==> config.mk <==
export PLATFORM = sky130hd
export DESIGN_NAME = wallace_product_accumulator_flat
export DESIGN_NICKNAME = d
export VERILOG_FILES = /design/src/rtl/wallace_acc_pkg.sv /design/src/rtl/wallace_product_accumulator_if.sv /design/src/rtl/one_bit_full_adder.sv /design/src/rtl/one_bit_half_adder.sv /design/src/rtl/wallace_acc_adder.sv /design/src/rtl/wallace_product_accumulator.sv /design/src/flat_wrapper.sv
export SDC_FILE = /design/constraint.sdc
export NUM_CORES = 1
export LEC_CHECK = 0
export CORE_ASPECT_RATIO = 1.4
export CORE_UTILIZATION = 48
export CTS_BUF_LIST = sky130_fd_sc_hd__clkbuf_8 sky130_fd_sc_hd__clkbuf_16
export DETAILED_ROUTE_END_ITERATION = 7
export HOLD_SLACK_MARGIN = 0.15
export MAX_ROUTING_LAYER = met4
export PLACE_DENSITY = 0.77
export SLEW_MARGIN = 30
export SYNTH_ARGS = -nofsm -noshare
export SYNTH_HDL_FRONTEND = slang
export SYNTH_SLANG_ARGS = --single-unit
==> constraint.sdc <==
create_clock -name clk -period 9.2 [get_ports clk]
set_clock_uncertainty 0.2 [all_clocks]
set_input_delay 2.76 -clock clk [delete_from_list [all_inputs] [get_ports clk]]
set_output_delay 2.76 -clock clk [all_outputs]
set_load 0.02 [all_outputs]
==> src/rtl/wallace_acc_pkg.sv <==
// Shared types and defaults for the Wallace-tree product accumulator.
package wallace_acc_pkg;

  localparam int unsigned PROD_W_DEF = 16;
  localparam int unsigned ACC_W_DEF  = 24;
  localparam int unsigned CNT_W_DEF  = 8;

  typedef enum logic [1:0] {
    IDLE  = 2'd0,
    ACCUM = 2'd1,
    FLUSH = 2'd2,
    DONE  = 2'd3
  } acc_state_e;

  // All-ones value of width w (w < 64), used as the saturation clamp.
  function automatic logic [63:0] sat_ones(input int unsigned w);
    return (64'd1 << w) - 64'd1;
  endfunction

endpackage

==> src/rtl/wallace_product_accumulator_if.sv <==
// Product-beat input channel and frame-result output channel.
interface wallace_product_accumulator_if #(
  parameter int unsigned PROD_W = wallace_acc_pkg::PROD_W_DEF,
  parameter int unsigned ACC_W  = wallace_acc_pkg::ACC_W_DEF,
  parameter int unsigned CNT_W  = wallace_acc_pkg::CNT_W_DEF
);
  logic [CNT_W-1:0]  frame_len;
  logic              in_valid;
  logic              in_ready;
  logic [PROD_W-1:0] in_product;
  logic              out_valid;
  logic              out_ready;
  logic [ACC_W-1:0]  out_sum;
  logic [CNT_W-1:0]  out_count;
  logic              out_overflow;

  modport master (
    output frame_len, in_valid, in_product, out_ready,
    input  in_ready, out_valid, out_sum, out_count, out_overflow
  );

  modport slave (
    input  frame_len, in_valid, in_product, out_ready,
    output in_ready, out_valid, out_sum, out_count, out_overflow
  );
endinterface

==> src/rtl/one_bit_full_adder.sv <==
// Single-bit full adder, ripple cell of the accumulator adder.
module one_bit_full_adder (
  input  logic a_i,
  input  logic b_i,
  input  logic c_i,
  output logic s_o,
  output logic c_o
);
  assign s_o = a_i ^ b_i ^ c_i;
  assign c_o = (a_i & b_i) | (c_i & (a_i ^ b_i));
endmodule

==> src/rtl/one_bit_half_adder.sv <==
// Single-bit half adder, LSB cell of the accumulator adder.
module one_bit_half_adder (
  input  logic a_i,
  input  logic b_i,
  output logic s_o,
  output logic c_o
);
  assign s_o = a_i ^ b_i;
  assign c_o = a_i & b_i;
endmodule

==> src/rtl/wallace_acc_adder.sv <==
// W-bit ripple carry-propagate adder: half adder at bit 0, full adders above.
module wallace_acc_adder
  import wallace_acc_pkg::*;
#(
  parameter int unsigned W = ACC_W_DEF
) (
  input  logic [W-1:0] a_i,
  input  logic [W-1:0] b_i,
  output logic [W-1:0] sum_o,
  output logic         cout_o
);
  logic [W-1:0] carry;

  one_bit_half_adder u_ha0 (
    .a_i(a_i[0]), .b_i(b_i[0]), .s_o(sum_o[0]), .c_o(carry[0])
  );

  for (genvar i = 1; i < W; i++) begin : g_fa
    one_bit_full_adder u_fa (
      .a_i(a_i[i]), .b_i(b_i[i]), .c_i(carry[i-1]),
      .s_o(sum_o[i]), .c_o(carry[i])
    );
  end

  assign cout_o = carry[W-1];
endmodule

==> src/rtl/wallace_product_accumulator.sv <==
// Registers Wallace-tree products and accumulates frames of frame_len beats,
// presenting each frame sum over a valid/ready handshake.
module wallace_product_accumulator
  import wallace_acc_pkg::*;
#(
  parameter int unsigned PROD_W   = PROD_W_DEF,
  parameter int unsigned ACC_W    = ACC_W_DEF,
  parameter int unsigned CNT_W    = CNT_W_DEF,
  parameter bit          SATURATE = 1'b0
) (
  input  logic clk,
  input  logic rst,
  input  logic clear,
  wallace_product_accumulator_if.slave bus,
  output logic busy
);
  localparam logic [ACC_W-1:0] ACC_ONES = ACC_W'(sat_ones(ACC_W));

  acc_state_e        state_q, state_d;
  logic [ACC_W-1:0]  acc_q, acc_d;
  logic [CNT_W-1:0]  cnt_q, cnt_d;
  logic [CNT_W-1:0]  len_q, len_d;
  logic [PROD_W-1:0] p_q, p_d;
  logic              pvld_q, pvld_d;
  logic              ovf_q, ovf_d;

  logic              beat;
  logic [CNT_W-1:0]  len_eff;
  logic [ACC_W-1:0]  add_sum;
  logic              add_cout;

  wallace_acc_adder #(.W(ACC_W)) u_adder (
    .a_i   (acc_q),
    .b_i   (ACC_W'(p_q)),
    .sum_o (add_sum),
    .cout_o(add_cout)
  );

  always_comb begin
    state_d = state_q;
    acc_d   = acc_q;
    cnt_d   = cnt_q;
    len_d   = len_q;
    p_d     = p_q;
    pvld_d  = 1'b0;
    ovf_d   = ovf_q;

    bus.in_ready  = (state_q == IDLE) || (state_q == ACCUM);
    bus.out_valid = (state_q == DONE);
    busy          = (state_q != IDLE);
    beat          = bus.in_valid && bus.in_ready;
    len_eff       = (bus.frame_len == '0) ? CNT_W'(1) : bus.frame_len;

    if (pvld_q) begin
      acc_d = (SATURATE && add_cout) ? ACC_ONES : add_sum;
      if (add_cout) ovf_d = 1'b1;
    end

    if (beat) begin
      p_d    = bus.in_product;
      pvld_d = 1'b1;
    end

    case (state_q)
      IDLE: begin
        if (beat) begin
          len_d   = len_eff;
          cnt_d   = CNT_W'(1);
          acc_d   = '0;
          ovf_d   = 1'b0;
          state_d = (len_eff == CNT_W'(1)) ? FLUSH : ACCUM;
        end
      end
      ACCUM: begin
        if (beat) begin
          cnt_d = cnt_q + CNT_W'(1);
          if ((cnt_q + CNT_W'(1)) == len_q) state_d = FLUSH;
        end
      end
      // Stay until the final product has been added, so out_valid sees a registered sum.
      FLUSH: begin
        if (!pvld_q) state_d = DONE;
      end
      DONE: begin
        if (bus.out_ready) state_d = IDLE;
      end
      default: state_d = IDLE;
    endcase

    if (clear) begin
      state_d = IDLE;
      acc_d   = '0;
      cnt_d   = '0;
      pvld_d  = 1'b0;
      ovf_d   = 1'b0;
    end
  end

  always_ff @(posedge clk or posedge rst) begin
    if (rst) begin
      state_q <= IDLE;
      acc_q   <= '0;
      cnt_q   <= '0;
      len_q   <= '0;
      p_q     <= '0;
      pvld_q  <= 1'b0;
      ovf_q   <= 1'b0;
    end else begin
      state_q <= state_d;
      acc_q   <= acc_d;
      cnt_q   <= cnt_d;
      len_q   <= len_d;
      p_q     <= p_d;
      pvld_q  <= pvld_d;
      ovf_q   <= ovf_d;
    end
  end

  assign bus.out_sum      = acc_q;
  assign bus.out_count    = len_q;
  assign bus.out_overflow = ovf_q;
endmodule

==> src/flat_wrapper.sv <==
// flat-port wrapper written by rule: the top's interface ports become plain ports
module wallace_product_accumulator_flat import wallace_acc_pkg::*;
#(
  parameter int unsigned PROD_W   = PROD_W_DEF,
  parameter int unsigned ACC_W    = ACC_W_DEF,
  parameter int unsigned CNT_W    = CNT_W_DEF,
  parameter bit          SATURATE = 1'b0
)
  (clk, rst, clear, busy, bus_frame_len, bus_in_valid, bus_in_product, bus_out_ready, bus_in_ready, bus_out_valid, bus_out_sum, bus_out_count, bus_out_overflow);
  wallace_product_accumulator_if #(.PROD_W(PROD_W), .ACC_W(ACC_W), .CNT_W(CNT_W)) bus_i ();
  input  logic clk;
  input  logic rst;
  input  logic clear;
  output logic busy;
  input wire logic [$bits(bus_i.frame_len)-1:0] bus_frame_len;
  input wire logic [$bits(bus_i.in_valid)-1:0] bus_in_valid;
  input wire logic [$bits(bus_i.in_product)-1:0] bus_in_product;
  input wire logic [$bits(bus_i.out_ready)-1:0] bus_out_ready;
  output wire logic [$bits(bus_i.in_ready)-1:0] bus_in_ready;
  output wire logic [$bits(bus_i.out_valid)-1:0] bus_out_valid;
  output wire logic [$bits(bus_i.out_sum)-1:0] bus_out_sum;
  output wire logic [$bits(bus_i.out_count)-1:0] bus_out_count;
  output wire logic [$bits(bus_i.out_overflow)-1:0] bus_out_overflow;
  assign bus_i.frame_len = bus_frame_len;
  assign bus_i.in_valid = bus_in_valid;
  assign bus_i.in_product = bus_in_product;
  assign bus_i.out_ready = bus_out_ready;
  assign bus_in_ready = bus_i.in_ready;
  assign bus_out_valid = bus_i.out_valid;
  assign bus_out_sum = bus_i.out_sum;
  assign bus_out_count = bus_i.out_count;
  assign bus_out_overflow = bus_i.out_overflow;
  wallace_product_accumulator #(.PROD_W(PROD_W), .ACC_W(ACC_W), .CNT_W(CNT_W), .SATURATE(SATURATE)) u_core (.clk(clk), .rst(rst), .clear(clear), .bus(bus_i), .busy(busy));
endmodule
Word level (Yosys, flattened, before mapping). Cells that the tools add are included.

Register bits: 60. Input bits: 29. Output and inout port bits: 36. Word-level logic and storage cells: 144.

$add $sub $neg: 1. Equal/unequal tests: 10. Mux-type cells: 24. Bitwise gates (word level): 93. Reductions and logical operators: 9.

Operators by type and width (count): $mux W24 (4); $and A1 B1 Y1 (39); $xor A1 B1 Y1 (39); $mux W8 (4); $pmux W8 S2 (1); $or A1 B1 Y1 (15); $mux W2 (7); $ne A3 B3 Y1 const B (3); $add A8 B1 Y8 const B (1); $eq A8 B1 Y1 const B (1); $eq A8 B8 Y1 (1); $logic_not A8 Y1 (1); $pmux W2 S4 (1); $mux W1 (7); $ne A3 B2 Y1 const B (2); $reduce_and A5 Y1 (1); $eq A2 B2 Y1 const B (2); $reduce_and A3 Y1 (1); $reduce_bool A3 Y1 (1); $eq A2 B1 Y1 const B (1); $logic_not A2 Y1 (1); $reduce_and A2 Y1 (1); $reduce_bool A2 Y1 (1); $logic_and A1 B1 Y1 (1); $logic_or A1 B1 Y1 (1).

Longest topological paths before layout.
Depth after elaboration: 44. Mapped depth: 28. Depth with buffers taken out: 28.

By module. Synthesis repeated with hierarchy kept, for this count alone.

Cell total of the unflattened synthesis: 270. Area total of the unflattened synthesis: 3343.2 µm².

By module, submodules not included: wallace_product_accumulator (times used 1, cells an instance 246, area an instance 2870.3 µm², seq. area each 1501.4 µm²); one_bit_full_adder (times used 23, cells an instance 1, area an instance 20.0 µm², seq. area each 0.0 µm²); one_bit_half_adder (times used 1, cells an instance 1, area an instance 12.5 µm², seq. area each 0.0 µm²).

Worst setup path after synthesis. OpenSTA, ideal clock, no wires.

Kind: register to register. Start: register u_core.acc_q[0] (netlist: u_core.bus.out_sum[0]). End: register u_core.acc_q[23] (netlist: u_core.bus.out_sum[23]). Setup time: 0.132 ns. Data arrival time: 8.411 ns. Data required time: 8.868 ns. Setup slack: 0.457 ns. Stages on the path, launching flop included: 29. Buffers on the path: 0. Period minus slack after synthesis: 8.743 ns. Cells stage by stage: dfrtp_1 -> ha_1 -> inv_1 -> fa_1 -> fa_1 -> fa_1 -> fa_1 -> fa_1 -> fa_1 -> fa_1 -> fa_1 -> fa_1 -> fa_1 -> fa_1 -> fa_1 -> fa_1 -> fa_1 -> inv_1 -> fa_1 -> ha_1 -> ha_1 -> ha_1 -> ha_1 -> ha_1 -> ha_1 -> ha_1 -> ha_1 -> mux2i_1 -> nor2_1.

Longest elaborated chain between the ends: 43.

Ends and longest elaborated chain: start, declared (RTL line wallace_product_accumulator.sv:20) `logic [ACC_W-1:0] acc_q, acc_d;`; start signal, assigned (RTL line wallace_product_accumulator.sv:102) `acc_q <= '0;`; start signal, assigned (RTL line wallace_product_accumulator.sv:110) `acc_q <= acc_d;`; $and A1 B1 Y1 (*) (RTL line one_bit_half_adder.sv:9) `assign c_o = a_i & b_i;`; $and A1 B1 Y1 (*) (RTL line one_bit_full_adder.sv:10) `assign c_o = (a_i & b_i) | (c_i & (a_i ^ b_i));`; $or A1 B1 Y1 (*) (RTL line one_bit_full_adder.sv:10); $and A1 B1 Y1 (*) (RTL line one_bit_full_adder.sv:10); $or A1 B1 Y1 (*) (RTL line one_bit_full_adder.sv:10); $and A1 B1 Y1 (*) (RTL line one_bit_full_adder.sv:10); $or A1 B1 Y1 (*) (RTL line one_bit_full_adder.sv:10); $and A1 B1 Y1 (*) (RTL line one_bit_full_adder.sv:10); [22 not listed]; $or A1 B1 Y1 (*) (RTL line one_bit_full_adder.sv:10); $and A1 B1 Y1 (*) (7 in a row) (RTL line one_bit_full_adder.sv:10); $xor A1 B1 Y1 (*) (RTL line one_bit_full_adder.sv:9) `assign s_o = a_i ^ b_i ^ c_i;`; $mux W24 (*) (RTL line wallace_product_accumulator.sv:54) `if (pvld_q) begin`; $mux W24 (RTL line wallace_product_accumulator.sv:66) `if (beat) begin`; $mux W24 (*) (RTL line wallace_product_accumulator.sv:64) `case (state_q)`; $mux W24 (*) (RTL line wallace_product_accumulator.sv:90) `if (clear) begin`; via u_core.acc_d[23] (RTL line wallace_product_accumulator.sv:20).

The timed path passes the listed nets; every way through them passes the cells marked *. A chain may end at the register's enable or synchronous reset.

Final worst setup path. Same ends and word-level chain as after synthesis.

==> qor.log <==
INFO  floorplanning  rows=36
INFO  route          drt_iter0_markers=98
INFO  route          detail_route.drc_violations=0
INFO  floorplanning  die_height=103.5um
INFO  global_route   grt_start_max_net_pins=61
INFO  clock_network  cts_root_buffer=clkbuf_8
INFO  pwr            sequentialPowerShare=35.9%
INFO  synth          postSynthRegisterBits=60
INFO  critical_path  critPathSlowestCell=fa_1
INFO  clock_network  cts_hold_buf=0
INFO  timing         drv_slew=0
INFO  critical_path  crit_type=flop to flop
INFO  clock_network  path_clk_slew=0.07ns
INFO  synth          synth.top_cell.area_share=42.51%
INFO  timing         setup-tns-final=0ns
INFO  timing         layout_worst_path_cycle_share=95.04%
INFO  timing         setup_viol=0
INFO  placement      dpl_worst_slack=0.09007ns
INFO  floorplanning  core_area=7027um^2
INFO  critical_path  critPathRequiredTime=9.20ns
INFO  clock_network  cts_tree=done
INFO  route          route.detailed.vias_per_inst=5.262
INFO  global_route   grt-ovfl-total=0
INFO  clock_network  clk_path_buf_depth=2
INFO  placement      dp.final_hpwl=4964um
INFO  route          wire_per_inst=14.57um
INFO  floorplanning  io_pins=65
INFO  synth          asyncSetResetFlopFracSynth=100.0%
INFO  pwr            worst_ir_drop_on_vdd=0.0001519V
INFO  clock_network  postCtsSetupBuffers=0
INFO  pwr            power_leakage=1.802nW
INFO  synth          yosys.cell_count.top_type=dfrtp_1
INFO  pwr            clkPwrFrac=21.7%
INFO  clock_network  tritoncts.num_buffers=9
INFO  synth          synth_top_cells_by_area=dfrtp_1, fa_1, mux2_2, buf_4, ha_1
INFO  worst_hold_path hp-class=flop to flop
INFO  floorplanning  dieArea=7711um^2
INFO  synth          yosys-top-cells-count=dfrtp_1, inv_1, nor2_1
INFO  critical_path  rr_endpoint=u_core.bus.out_sum[23]$_DFF_PP0_
INFO  critical_path  timing.critical_path.from_type=flop
INFO  placement      gp_congestion=0.8587
INFO  route          route.antenna.remaining_nets=0
INFO  route          routed_wire_length=6831um
INFO  pwr            power.internal=0.7000mW
INFO  worst_hold_path timing.hold.worst_endpoint=u_core.p_q[12]$_DFFE_PP0P_
INFO  route          detailedRoute.firstPassIterationCount=4
INFO  critical_path  crit_path_max_incr_delay=0.46ns
INFO  timing         tightestPinTransition=0.9237ns
INFO  synth          yosys.area.top_type=dfrtp_1
INFO  status         run_status=finished clean
INFO  route          route.vias.total=2468
INFO  critical_path  worst_reg2reg_startpoint=u_core.bus.out_sum[0]$_DFF_PP0_
INFO  pwr            swShare=36.61%
INFO  timing         total_count_of_hold_check_failures_in_the_final_report=0
INFO  layout         antenna_cells=0
INFO  synth          synth.yosys.warnings=0
INFO  synth          syn_avg_cell_area=10.77um^2
INFO  critical_path  worstPathArrival=8.74ns
INFO  worst_hold_path worstHoldStart=u_core.p_q[12]$_DFFE_PP0P_
INFO  synth          synthCells=328
INFO  floorplanning  initial_utilization=50.27%
INFO  critical_path  setup.worst_path.end_class=flop
INFO  clock_network  htreeDepth=3
INFO  pwr            combinational_group_share_of_total_power=42.3%
INFO  synth          post_synth_edffs=0
INFO  synth          syn-num-nets=386
INFO  critical_path  ff2ff_setup_slack=0.46ns
INFO  global_route   antenna_violations_before_repair=0
INFO  clock_network  cts-resized-gates=0
INFO  layout         fin_nets=427
INFO  global_route   grt_first_pass_wirelength=11520um
INFO  global_route   grt_use_total=20.17%
INFO  timing         grt_setup_unrepaired=no
INFO  synth          yosys.cell_types.count=51
INFO  timing         max_freq=114.4MHz
INFO  pwr            power_density=257.4nW/um^2
INFO  critical_path  path_common_cell=fa_1
INFO  synth          synth-main-ff-cell=dfrtp_1
INFO  worst_hold_path hold_depth=1
INFO  timing         timing.final.crit_period=8.743ns
INFO  layout         post_route_cells_drive_above_1_share=15.78%
INFO  global_route   vias_in_the_first_global_route=2511
INFO  clock_network  clock_latency_late_sink=0.33ns
INFO  critical_path  path_max_fanout=3
INFO  synth          synthesis.area=3532um^2
INFO  timing         setup_slack=0.4567ns
INFO  layout         syn_to_final_growth=21.47%
INFO  clock_network  numClockSinks=60
INFO  flow_run       maxCapViolCount=0
INFO  floorplanning  die_w=74.50um
INFO  placement      place.port_buffers=64
INFO  pwr            power_switching=0.4042mW
INFO  synth          synth_seq_area_share=42.51%
INFO  layout         fill_cells=608
INFO  critical_path  timing.reg2reg.worst_path_depth=28
INFO  timing         slew_headroom=37.85%
## how the worst max path moves through the flow
stage,start,slack [ns],to
global route,u_core.bus.out_sum[0]$_DFF_PP0_,0.06,u_core.bus.out_sum[23]$_DFF_PP0_
global placement,u_core.bus.out_sum[0]$_DFF_PP0_,0.20,u_core.bus.out_sum[23]$_DFF_PP0_
finish,u_core.bus.out_sum[0]$_DFF_PP0_,0.46,u_core.bus.out_sum[23]$_DFF_PP0_
CTS,u_core.bus.out_sum[0]$_DFF_PP0_,0.07,u_core.bus.out_sum[23]$_DFF_PP0_
detailed placement,u_core.bus.out_sum[0]$_DFF_PP0_,0.09,u_core.bus.out_sum[23]$_DFF_PP0_
floorplan,u_core.bus.out_sum[0]$_DFF_PP0_,0.46,u_core.bus.out_sum[23]$_DFF_PP0_
## sequential cells by signal, summed over array words and instances (netlist names)
| register | count |
|---|---|
| u_core.bus.out_sum | 24 |
| u_core.p_q | 16 |
| u_core.bus.out_count | 8 |
| u_core.cnt_q | 8 |
| u_core.state_q | 2 |
| u_core.bus.out_overflow | 1 |
| u_core.pvld_q | 1 |
## through the flow
step | instance area (um^2) | util [%] | hold slack, ns | total power, mW | cells
after floorplan | 3532 | - | 0.2794 | 0.7317 | 328
after global placement | 4065 | 57.85 | 0.2875 | 0.8481 | 453
after detailed placement | 4065 | 57.85 | 0.2930 | 0.8669 | 453
after CTS | 4268 | 60.74 | 0.3083 | 1.109 | 469
after global routing | 4290 | 61.06 | 0.3272 | 1.187 | 469
final | 4290 | 61.06 | 0.3037 | 1.104 | 469
## logic make-up (layout without fill, tap and decap cells)
family	after synthesis	in the layout	synth area share, %
xor gates and xnor gates	4	4	0.9920
buffers and inverters	75	121	10.98
AOI/OAI and AO/OA	50	50	10.66
and+or+nand+nor	75	75	10.63
adders and majority gates	29	29	13.46
DFF	60	60	42.51
muxes	35	35	10.77
## per-layer routing
metal | up-vias | share of wire, % | GRT usage (%) | wire length (um)
met5 | - | 0 | - | 0
met4 | 0 | 2.2 | 8.221 | 148
met1 | 1219 | 41 | 22.74 | 2831
li1 | 1171 | - | - | -
met3 | 15 | 3.9 | 5.934 | 263
met2 | 63 | 53 | 32.75 | 3588
## cell type report
class	count	area (um^2)	area share, %
clock buffers	11	151.4	3.529
clock inverters	5	51.30	1.196
inverters	39	146.4	3.412
multi-input cells	193	1665	38.82
flip-flops and latches	60	1501	35.00
well taps	95	118.9	2.770
repair buffers	66	655.6	15.28
## power groups by stage
stage | Clock, mW | Combinational [mW] | Sequential, mW
floorplan | 0 | 0.326 | 0.405
global placement | 0 | 0.450 | 0.398
detailed placement | 0 | 0.465 | 0.402
CTS | 0.246 | 0.467 | 0.397
global route | 0.261 | 0.518 | 0.407
finish | 0.240 | 0.468 | 0.396
## critical path, delay by kind of cell, from the launching register on
kind / cells / cell delay [ns]
buffers and inverters: 2 / 0.14
adder cells (fa/ha/maj): 24 / 7.70
AND/OR/NAND/NOR: 1 / 0.06
flip-flops: 1 / 0.37
multiplexers: 1 / 0.13
## cells in the final DEF (no fill, tap or decap), types with 3 or more instances in the layout
| master | count |
|---|---|
| fa_2 | 5 |
| or3_1 | 4 |
| nand3b_1 | 3 |
| clkdlybuf4s50_1 | 64 |
| mux2_2 | 24 |
| nor4_1 | 3 |
| dfrtp_1 | 60 |
| fa_1 | 10 |
| ha_1 | 14 |
| nand2_1 | 10 |
| inv_1 | 39 |
| mux2i_1 | 11 |
| a211oi_1 | 15 |
| clkbuf_8 | 11 |
| nor2b_1 | 5 |
| o21ai_0 | 11 |
| a21oi_1 | 6 |
| nor2_1 | 33 |
(Power assumes the default switching activity.)
